<file path="config.mk">
export PLATFORM = sky130hd
export DESIGN_NAME = riscv_v_wb_buffer
export DESIGN_NICKNAME = d
export VERILOG_FILES = /design/src/rtl/riscv_v_wb_buffer.sv
export SDC_FILE = /design/constraint.sdc
export NUM_CORES = 1
export LEC_CHECK = 0
export CAP_MARGIN = 40
export CORE_ASPECT_RATIO = 1.75
export CORE_MARGIN = 4
export CORE_UTILIZATION = 60
export CTS_BUF_LIST = sky130_fd_sc_hd__clkbuf_4
export DETAILED_ROUTE_END_ITERATION = 8
export DONT_BUFFER_PORTS = 1
export GPL_TIMING_DRIVEN = 0
export PLACE_DENSITY = 0.76
export SLEW_MARGIN = 20
export SYNTH_ARGS = -nofsm -noshare
export SYNTH_HDL_FRONTEND = slang
export SYNTH_SLANG_ARGS = --single-unit
</file>
<file path="constraint.sdc">
create_clock -name clk -period 5.25 [get_ports clk]
set_input_delay 0.2625 -clock clk [delete_from_list [all_inputs] [get_ports clk]]
set_output_delay 0.2625 -clock clk [all_outputs]
set_load 0.1 [all_outputs]
</file>
<file path="src/rtl/riscv_v_wb_buffer.sv">
// Vector writeback queue: buffers ALU results, expands element masks to byte enables, drains to the VRF.
// Optional zero-latency bypass into an empty queue is enabled by defining RISCV_V_WB_BYPASS_EN.
module riscv_v_wb_buffer #(
  parameter int DATA_W = 128,
  parameter int DEPTH  = 4,
  parameter int ADDR_W = 5,
  parameter int CNT_W  = 16
) (
  input  logic                  clk,
  input  logic                  rst,
  input  logic                  exe_valid,
  output logic                  exe_ready,
  input  logic [ADDR_W-1:0]     exe_vd,
  input  logic [DATA_W-1:0]     exe_data,
  input  logic [DATA_W/8-1:0]   exe_mask,
  input  logic                  exe_masked,
  input  logic [1:0]            exe_osize,
  input  logic                  flush,
  input  logic                  vrf_stall,
  output logic                  vrf_we,
  output logic [ADDR_W-1:0]     vrf_addr,
  output logic [DATA_W-1:0]     vrf_data,
  output logic [DATA_W/8-1:0]   vrf_be,
  output logic [2**ADDR_W-1:0]  pending_vd,
  output logic [CNT_W-1:0]      stall_cnt
);
  localparam int BE_W  = DATA_W / 8;
  localparam int PTR_W = $clog2(DEPTH);
  localparam int NREG  = 2 ** ADDR_W;

  logic [PTR_W-1:0]  rd_ptr_reg;
  logic [PTR_W-1:0]  wr_ptr_reg;
  logic [PTR_W:0]    count_reg;
  logic [CNT_W-1:0]  stall_cnt_reg;

  logic [ADDR_W-1:0] vd_mem   [DEPTH];
  logic [DATA_W-1:0] data_mem [DEPTH];
  logic [BE_W-1:0]   be_mem   [DEPTH];

  logic [BE_W-1:0]   be_calc;
  logic              empty;
  logic              full;
  logic              bypass;
  logic              push;
  logic              pop;

  // Byte b belongs to element b >> osize; all selects are constant per byte lane.
  for (genvar gi = 0; gi < BE_W; gi++) begin : g_be
    logic elem_en;
    assign elem_en = (exe_osize == 2'd0) ? exe_mask[gi]   :
                     (exe_osize == 2'd1) ? exe_mask[gi/2] :
                     (exe_osize == 2'd2) ? exe_mask[gi/4] : exe_mask[gi/8];
    assign be_calc[gi] = exe_masked ? elem_en : 1'b1;
  end

  assign empty     = (count_reg == '0);
  assign full      = (count_reg == (PTR_W+1)'(DEPTH));
  assign exe_ready = ~full;

`ifdef RISCV_V_WB_BYPASS_EN
  assign bypass = empty & exe_valid & ~vrf_stall & ~flush;
`else
  assign bypass = 1'b0;
`endif

  assign push   = exe_valid & ~full & ~flush & ~bypass;
  assign vrf_we = (~empty | bypass) & ~flush;
  assign pop    = vrf_we & ~vrf_stall & ~empty;

  always_comb begin
    vrf_addr = '0;
    vrf_data = '0;
    vrf_be   = '0;
`ifdef RISCV_V_WB_BYPASS_EN
    if (bypass) begin
      vrf_addr = exe_vd;
      vrf_data = exe_data;
      vrf_be   = be_calc;
    end else
`endif
    if (!empty) begin
      vrf_addr = vd_mem[rd_ptr_reg];
      vrf_data = data_mem[rd_ptr_reg];
      vrf_be   = be_mem[rd_ptr_reg];
    end
  end

  always_ff @(posedge clk or posedge rst) begin
    if (rst) begin
      rd_ptr_reg    <= '0;
      wr_ptr_reg    <= '0;
      count_reg     <= '0;
      stall_cnt_reg <= '0;
    end else begin
      if (vrf_we && vrf_stall && (stall_cnt_reg != {CNT_W{1'b1}}))
        stall_cnt_reg <= stall_cnt_reg + 1'b1;
      if (flush) begin
        rd_ptr_reg <= '0;
        wr_ptr_reg <= '0;
        count_reg  <= '0;
      end else begin
        if (push) wr_ptr_reg <= wr_ptr_reg + 1'b1;
        if (pop)  rd_ptr_reg <= rd_ptr_reg + 1'b1;
        if (push && !pop)
          count_reg <= count_reg + 1'b1;
        else if (pop && !push)
          count_reg <= count_reg - 1'b1;
      end
    end
  end

  // Payload storage carries no reset; validity is tracked by the pointers and count alone.
  always_ff @(posedge clk) begin
    if (push) begin
      vd_mem[wr_ptr_reg]   <= exe_vd;
      data_mem[wr_ptr_reg] <= exe_data;
      be_mem[wr_ptr_reg]   <= be_calc;
    end
  end

  assign stall_cnt = stall_cnt_reg;

  // An entry is live when its distance from the read pointer is below the count.
  logic [NREG-1:0] ent_onehot [DEPTH];
  for (genvar gi = 0; gi < DEPTH; gi++) begin : g_ent
    logic [PTR_W-1:0] offset;
    logic             live;
    assign offset         = PTR_W'(gi) - rd_ptr_reg;
    assign live           = ({1'b0, offset} < count_reg);
    assign ent_onehot[gi] = live ? (NREG'(1) << vd_mem[gi]) : '0;
  end

  for (genvar gi = 0; gi < NREG; gi++) begin : g_pend
    logic [DEPTH-1:0] hits;
    for (genvar ge = 0; ge < DEPTH; ge++) begin : g_hit
      assign hits[ge] = ent_onehot[ge][gi];
    end
    assign pending_vd[gi] = |hits;
  end

endmodule

</file>
Yosys cells after proc, flatten, opt, wreduce, memory -nomap -nowiden
Memory sizes are Yosys's and may differ from the RTL's.
Cells that the tools add are included.
{ "classes": {"magnitude_cmp": 4, "eq_ne": 4, "add_sub_neg": 9, "shifts": 4, "mux": 57, "reduce_logical": 43, "bitwise": 9} }
{ "op_table": {"columns": ["cell", "n"], "rows": [
  ["two-way mux 128 bit", 1],
  ["two-way mux 32 bit", 4],
  ["OR reduction 4 bit", 32],
  ["left shift 1 x 5 -> 32 bit (first input constant)", 4],
  ["two-way mux 1 bit", 43],
  ["adder 16 x 1 -> 16 bit (second input constant)", 1],
  ["two-way mux 16 bit", 1],
  ["!= test 16 bit (second input constant)", 1],
  ["< comparator 2 x 3 -> 1 bit", 4],
  ["two-way mux 3 bit", 3],
  ["two-way mux 2 bit", 4],
  ["AND 1 bit", 5],
  ["two-way mux 5 bit", 1],
  ["adder 2 x 1 -> 2 bit (second input constant)", 2],
  ["logical AND 1 bit", 4],
  ["inverter 1 bit", 4],
  ["nonzero test 2 bit", 2],
  ["subtractor 1 x 2 -> 2 bit (first input constant)", 2],
  ["subtractor 2 bit (first input constant)", 2],
  ["adder 3 x 1 -> 3 bit (second input constant)", 1],
  ["== test 3 bit (second input constant)", 1],
  ["logical NOT 3 bit", 1],
  ["nonzero test 3 bit", 1],
  ["subtractor 3 x 1 -> 3 bit (second input constant)", 1],
  ["4 further kinds", 5]
]} }
{ "word_totals": {"in_bits": 157, "elab_cells": 137, "reg_bits": 23, "ram_bits": 596, "output_inout_bits": 199, "mem_count": 3} }
{ "memory_table": {"columns": ["memory", "words", "word_bits", "rd", "rd_clocked_by_memory_dff", "wr", "line", "text"], "rows": [
  ["data_mem", 4, 128, 1, 0, 1, "37", "logic [DATA_W-1:0] data_mem [DEPTH];"],
  ["be_mem", 4, 16, 1, 0, 1, "38", "logic [BE_W-1:0] be_mem [DEPTH];"],
  ["vd_mem", 4, 5, 5, 0, 1, "36", "logic [ADDR_W-1:0] vd_mem [DEPTH];"]
]} }

Longest topological paths before layout
{ "depth": {"depth_word": 9, "depth_mapped": 10, "mapped_depth_nobuf": 8} }

Worst setup path before layout
No wires, ideal clock.
{ "synth_path": {"kind": "register -> register", "from": "reg count_reg[2]", "to": "mem be_mem[0][0] (netlist bit) (enable)", "path_stages_with_launch": 5, "arrival_time_ns": 4.625, "path_buffers": 0, "period_less_slack_ns": 5.152, "t_required_ns": 4.723, "path_slack_ns": 0.098, "setup_ns": 0.527, "cell_sequence": "dfrtp_1 > or3b_4 > nand2_2 > nor2_1 > and2_1"} }
{ "synth_between": {"elab_chain_cells": 6} }
{ "synth_lines": {"columns": ["element", "line", "text"], "rows": [
  ["start, declared", "33", "logic [PTR_W:0] count_reg;"],
  ["start signal, assigned", "105", "count_reg <= count_reg + 1'b1;"],
  ["start signal, assigned", "107", "count_reg <= count_reg - 1'b1;"],
  ["== test 3 bit", "57", "assign full = (count_reg == (PTR_W+1)'(DEPTH));"],
  ["inverter 1 bit", null, null],
  ["net exe_ready", "12", "output logic exe_ready,"],
  ["AND 1 bit (2 in series)", "66", "assign push = exe_valid & ~full & ~flush & ~bypass;"],
  ["two-way mux 1 bit", "114", "if (push) begin"],
  ["two-way mux 1 bit (implied by the code)", "117", "be_mem[wr_ptr_reg] <= be_calc;"],
  ["end, declared", "38", null]
]} }
The timed path passes the listed nets, and every way through them passes these cells.

Final worst setup path
{ "layout_path": {"from": "reg rd_ptr_reg[1]", "to": "out pending_vd[17]"} }
{ "layout_between": {"elab_chain_cells": 4, "elab_cells_between_ends": 13, "cone_classes": "4 x add/sub; 4 x order compare; 4 x mux; 1 x reduce/logical"} }
{ "layout_lines": {"columns": ["element", "line", "text"], "rows": [
  ["start, declared", "31", "logic [PTR_W-1:0] rd_ptr_reg;"],
  ["start signal, assigned", "103", "if (pop) rd_ptr_reg <= rd_ptr_reg + 1'b1;"],
  ["subtractor 2 bit / subtractor 1 x 2 -> 2 bit (equally long branches)", "128", "assign offset = PTR_W'(gi) - rd_ptr_reg;"],
  ["< comparator 2 x 3 -> 1 bit", "129", "assign live = ({1'b0, offset} < count_reg);"],
  ["two-way mux 32 bit", "130", "assign ent_onehot[gi] = live ? (NREG'(1) << vd_mem[gi]) : '0;"],
  ["OR reduction 4 bit *", "138", "assign pending_vd[gi] = |hits;"],
  ["end, declared", "24", "output logic [2**ADDR_W-1:0] pending_vd,"]
]} }
Mark *: on every way between the ends. The rest lies on a longest branch, timed or not.

==> summary.md <==
| Metric | Value |
|---|---|
| Outcome | complete, no violations |
| Total routed wirelength | about 75 mm |
| Drc violations | 0 |
| Setup bufs post-CTS | 0 |
| Max incr delay on CP | between 500 and 600 ps |
| Highest Signal Layer | met4 |
| Number of flip-flops in the largest register | 512 |
| Synth Area in Simple Gates | ~7.5% |
| Cell taking the most area after synthesis | edfxtp_1 |
| Largest net degree at the start of global routing | 48 |
| Nets@finish | 2006 |
| M1 WL | between 20 and 25 mm |
| Adder-cell area share of the yosys netlist | 0.525% |
| #FFs+latches synth | 619 |
| Syn. warnings | 0 |
| Share of cells above drive strength 1 | 40.2% |
| GRT Util Overall | 33.7% |
| Max-Slew Margin vs Limit | 42.1% |
| I/O pin cnt | ~360 |
| Post-DP HPWL | 47.0 mm |
| Largest family of logic cells by synthesized area | multiplexers |
| Worst-path fanout max | 10 |
| Startpoint types | register |
| Tot Pwr | 21700 uW |
| Gate Count Post-Synth | 1328 |
| Period minus WS final | 4400 ps |
| Synth area leaders | edfxtp_1 (71%), mux4_2 (13%), nor2b_1 (4.0%) |
| DR WL met2 | ~43 mm |
| P_leak | 0.0118 uW |
| Slew Limit Fails | 0 |
| Power share of the combinational group | 56.5% |
| CTS sink cnt | between 600 and 700 |
| Post-Synth XOR/XNOR Area | 0.624% |
| Worst-path clk slew | ~90 ps |
| Number of fill cells | 1796 |
| Die ar. | 45600 sq um |
| Vias in the first global route | 17194 |
| Worst Tran Pin Value | 868 ps |
| Power share of the clock group | 16.6% |
| Area grow syn2layout | 37.7% |
| Cell Area, Synth | 25300 sq um |
| RSZ-0062 raised after global routing | no |
| Sequential area share after synthesis | around three quarters |
| WP data arrival | 4140 ps |
| CTS Hold Bufs | 165 |
| Starting density of the core | a little over 60% |
| Sw frac | 45.6% |
| Type of the worst setup path | register to output pin |
| Syn avg cell area | ~19 sq um |
| TritonCTS clock tree | done |
| MaxCap Viol Count | 0 |
| Number of flops mapped to enable cells by yosys | 596 |
| Met3 wire len | 4.86 mm |
| Post-synth top flop | edfxtp_1 |
| CTS buffer count | 137 |
| Clock buffer depth | 3 |
| Top reg by flops | data_mem |
| Root buf cell | clkbuf_4 |
| CP Cell Sequence | buf_2 > clkbuf_1 > xor2_1 > inv_1 > ha_1 > a21oi_1 > o21bai_1 > buf_2 > o221ai_4 |
| PortBufs | 0 |
| Final setup viols | 0 |
| CP Capture Type | output pin |
| Initial antenna violation count | 4 |
| Wire per inst | just over 30 microns |
| FMAX | 227 MHz |
| Final hold slack | between 100 and 150 ps |
| Die H | 280 microns |
| Critical path's slowest cell | buf_2 |
| Worst min path class | input pin to register |
| Post-synth top area share | 70.8% |
| DR pass1 iterations | 6 |
| DR iter-0 viols | 1503 |
| Setup Skew | 62.0 ps |
| Row count | 99 |
| Final Hold Violating Endpoints | 0 |
| Die outline width | 163 microns |
| Biggest regs | data_mem (512), be_mem (64), vd_mem (20) |
| Fin crit share | 83.9% |
| GP Congestion | 0.919 |
| Via density | 6.26 |
| First-pass GRT wire length | 112 mm |
| PD cells | roughly 620 nW/um^2 |
| ANT nets after route | 0 |
| Int Pwr | around 12000 uW |
| Post-synth cell types | 53 |
| Vias | approximately 16000 |
| Mux cell area share after synthesis | 13.4% |
| Register share of total power | between 20% and 30% |
| H-tree depth | 4 |
| Syn nets | roughly 1500 |
| Post-synthesis async set-or-reset flop share | 3.72% |
| Psw | 9890 uW |
| Req. time, crit path | 4990 ps |
| Worst path most repeated cell | buf_2 |
| Synth Area in Compound Gates | 3.06% |
| Total grt overflow | 0 |
| Clock Latency Late Sink | 860 ps |
| Total core area | roughly 42000 sq um |
| CTS resizes | 0 |
| Peak VDD IR | between 0.6 and 0.7 mV |
-- worst max-delay path, delay by kind of cell (launching register included) --
family / cells / cell delay [ps]
AO/OA/AOI/OAI: 3 / 1070
adder cells (fa/ha/maj): 1 / 270
flip-flops: 1 / 350
XOR/XNOR: 1 / 240
buffers and inverters: 4 / 1380
-- metal layers --
metal  global-route usage (%)  vias up
met5                        0        -
li1                         -     6437
met3                     6.45      236
met1                     37.5     7903
met4                     15.7        0
met2                     62.1     1006
-- area by class of cell --
| cell class | instances | area (sq um) | share of cell area, % |
|---|---|---|---|
| Clock buffer | 183 | 1370 | 3.95 |
| Clock inverter | 48 | 244 | 0.701 |
| Antenna cell | 4 | 10.0 | 0.0288 |
| Multi-Input combinational cell | 624 | 7120 | 20.5 |
| Inverter | 15 | 56.3 | 0.162 |
| Timing Repair Buffer | 372 | 6440 | 18.5 |
| Sequential cell | 619 | 18500 | 53.1 |
| Tap cell | 555 | 694 | 2.00 |
| Buffer | 70 | 393 | 1.13 |
-- worst paths after layout --
check                              startpoint               to  slack, ps  cells after the start
worst max-delay path            rd_ptr_reg[1]   pending_vd[17]        850                      9
worst min-delay path             exe_data[33]  data_mem[2][33]        130                      1
worst max register to register   count_reg[0]     count_reg[2]       2370                      8
worst min register to register  stall_cnt[13]    stall_cnt[13]        640                      1
max in group asynchronous                 rst    wr_ptr_reg[1]       3700                      4
min in group asynchronous                 rst     stall_cnt[3]        490                      4
-- Yosys cell counts (2+ instances only) --
cell type and count:
edfxtp_1 596, nor2b_1 163, mux4_2 149, nand2_1 54, nor2_1 47, clkbuf_1 27, buf_2 26, dfrtp_1 23
o221ai_1 21, nand3_1 19, a22oi_1 18, nand2b_1 16, a221o_1 15, inv_1 15, buf_6 10, nor3_1 10
xnor2_1 10, and2_1 9, ha_1 9, o22ai_1 9, o21ai_0 8, xor2_1 8, nand4_1 7, a21oi_1 6
buf_4 6, o22a_1 5, o21bai_1 4, and4_1 3, a211o_1 2, a311oi_1 2, mux2_2 2, nor3_2 2
nor3b_1 2, nor4_1 2, o211ai_1 2, o21ai_1 2, o31ai_1 2, or3_1 2
-- through the flow --
| stage | setup TNS (ps) | utilization, % | cells | setup slack, ps | area [sq um] |
|---|---|---|---|---|---|
| 6_report | 0 | 83.4 | 2490 | 847 | 34800 |
| 5_1_grt | 0 | 83.4 | 2490 | 464 | 34800 |
| 4_1_cts | 0 | 83.4 | 2486 | 774 | 34800 |
| 3_5_place_dp | 0 | 75.5 | 2090 | 1680 | 31500 |
| 3_3_place_gp | -1607680 | 62.2 | 1883 | -2750 | 26000 |
| 2_1_floorplan | 0 | - | 1328 | 98.0 | 25300 |
-- cell usage in the layout (no fill, tap or decap), drive strengths merged, types with 18 or more instances in the layout --
master,Yosys,layout
a22oi,18,18
buf,43,250
clkbuf,27,210
clkinv,0,36
dfrtp,23,23
dlygate4sd3,0,165
edfxtp,596,596
inv,15,24
mux4,149,149
nand2,55,55
nand3,19,19
nor2,47,47
nor2b,163,163
o221ai,21,21
-- kinds of logic after synthesis --
group | count (synthesis)
xor+xnor | 18
mux | 153
compound gates | 100
simple gates | 343
fa+ha+maj | 10
flops | 619
buf+inv | 85
-- power by group through the flow --
stage / combinational [uW] / clock [uW] / sequential [uW]
after CTS: 12200 / 3550 / 5820
final: 12300 / 3600 / 5840
after floorplan: 6870 / 0 / 6060
after global placement: 7780 / 0 / 6110
after detailed placement: 12000 / 0 / 5930
after global routing: 12500 / 3930 / 5850
Power figures use the tool's default switching activity.
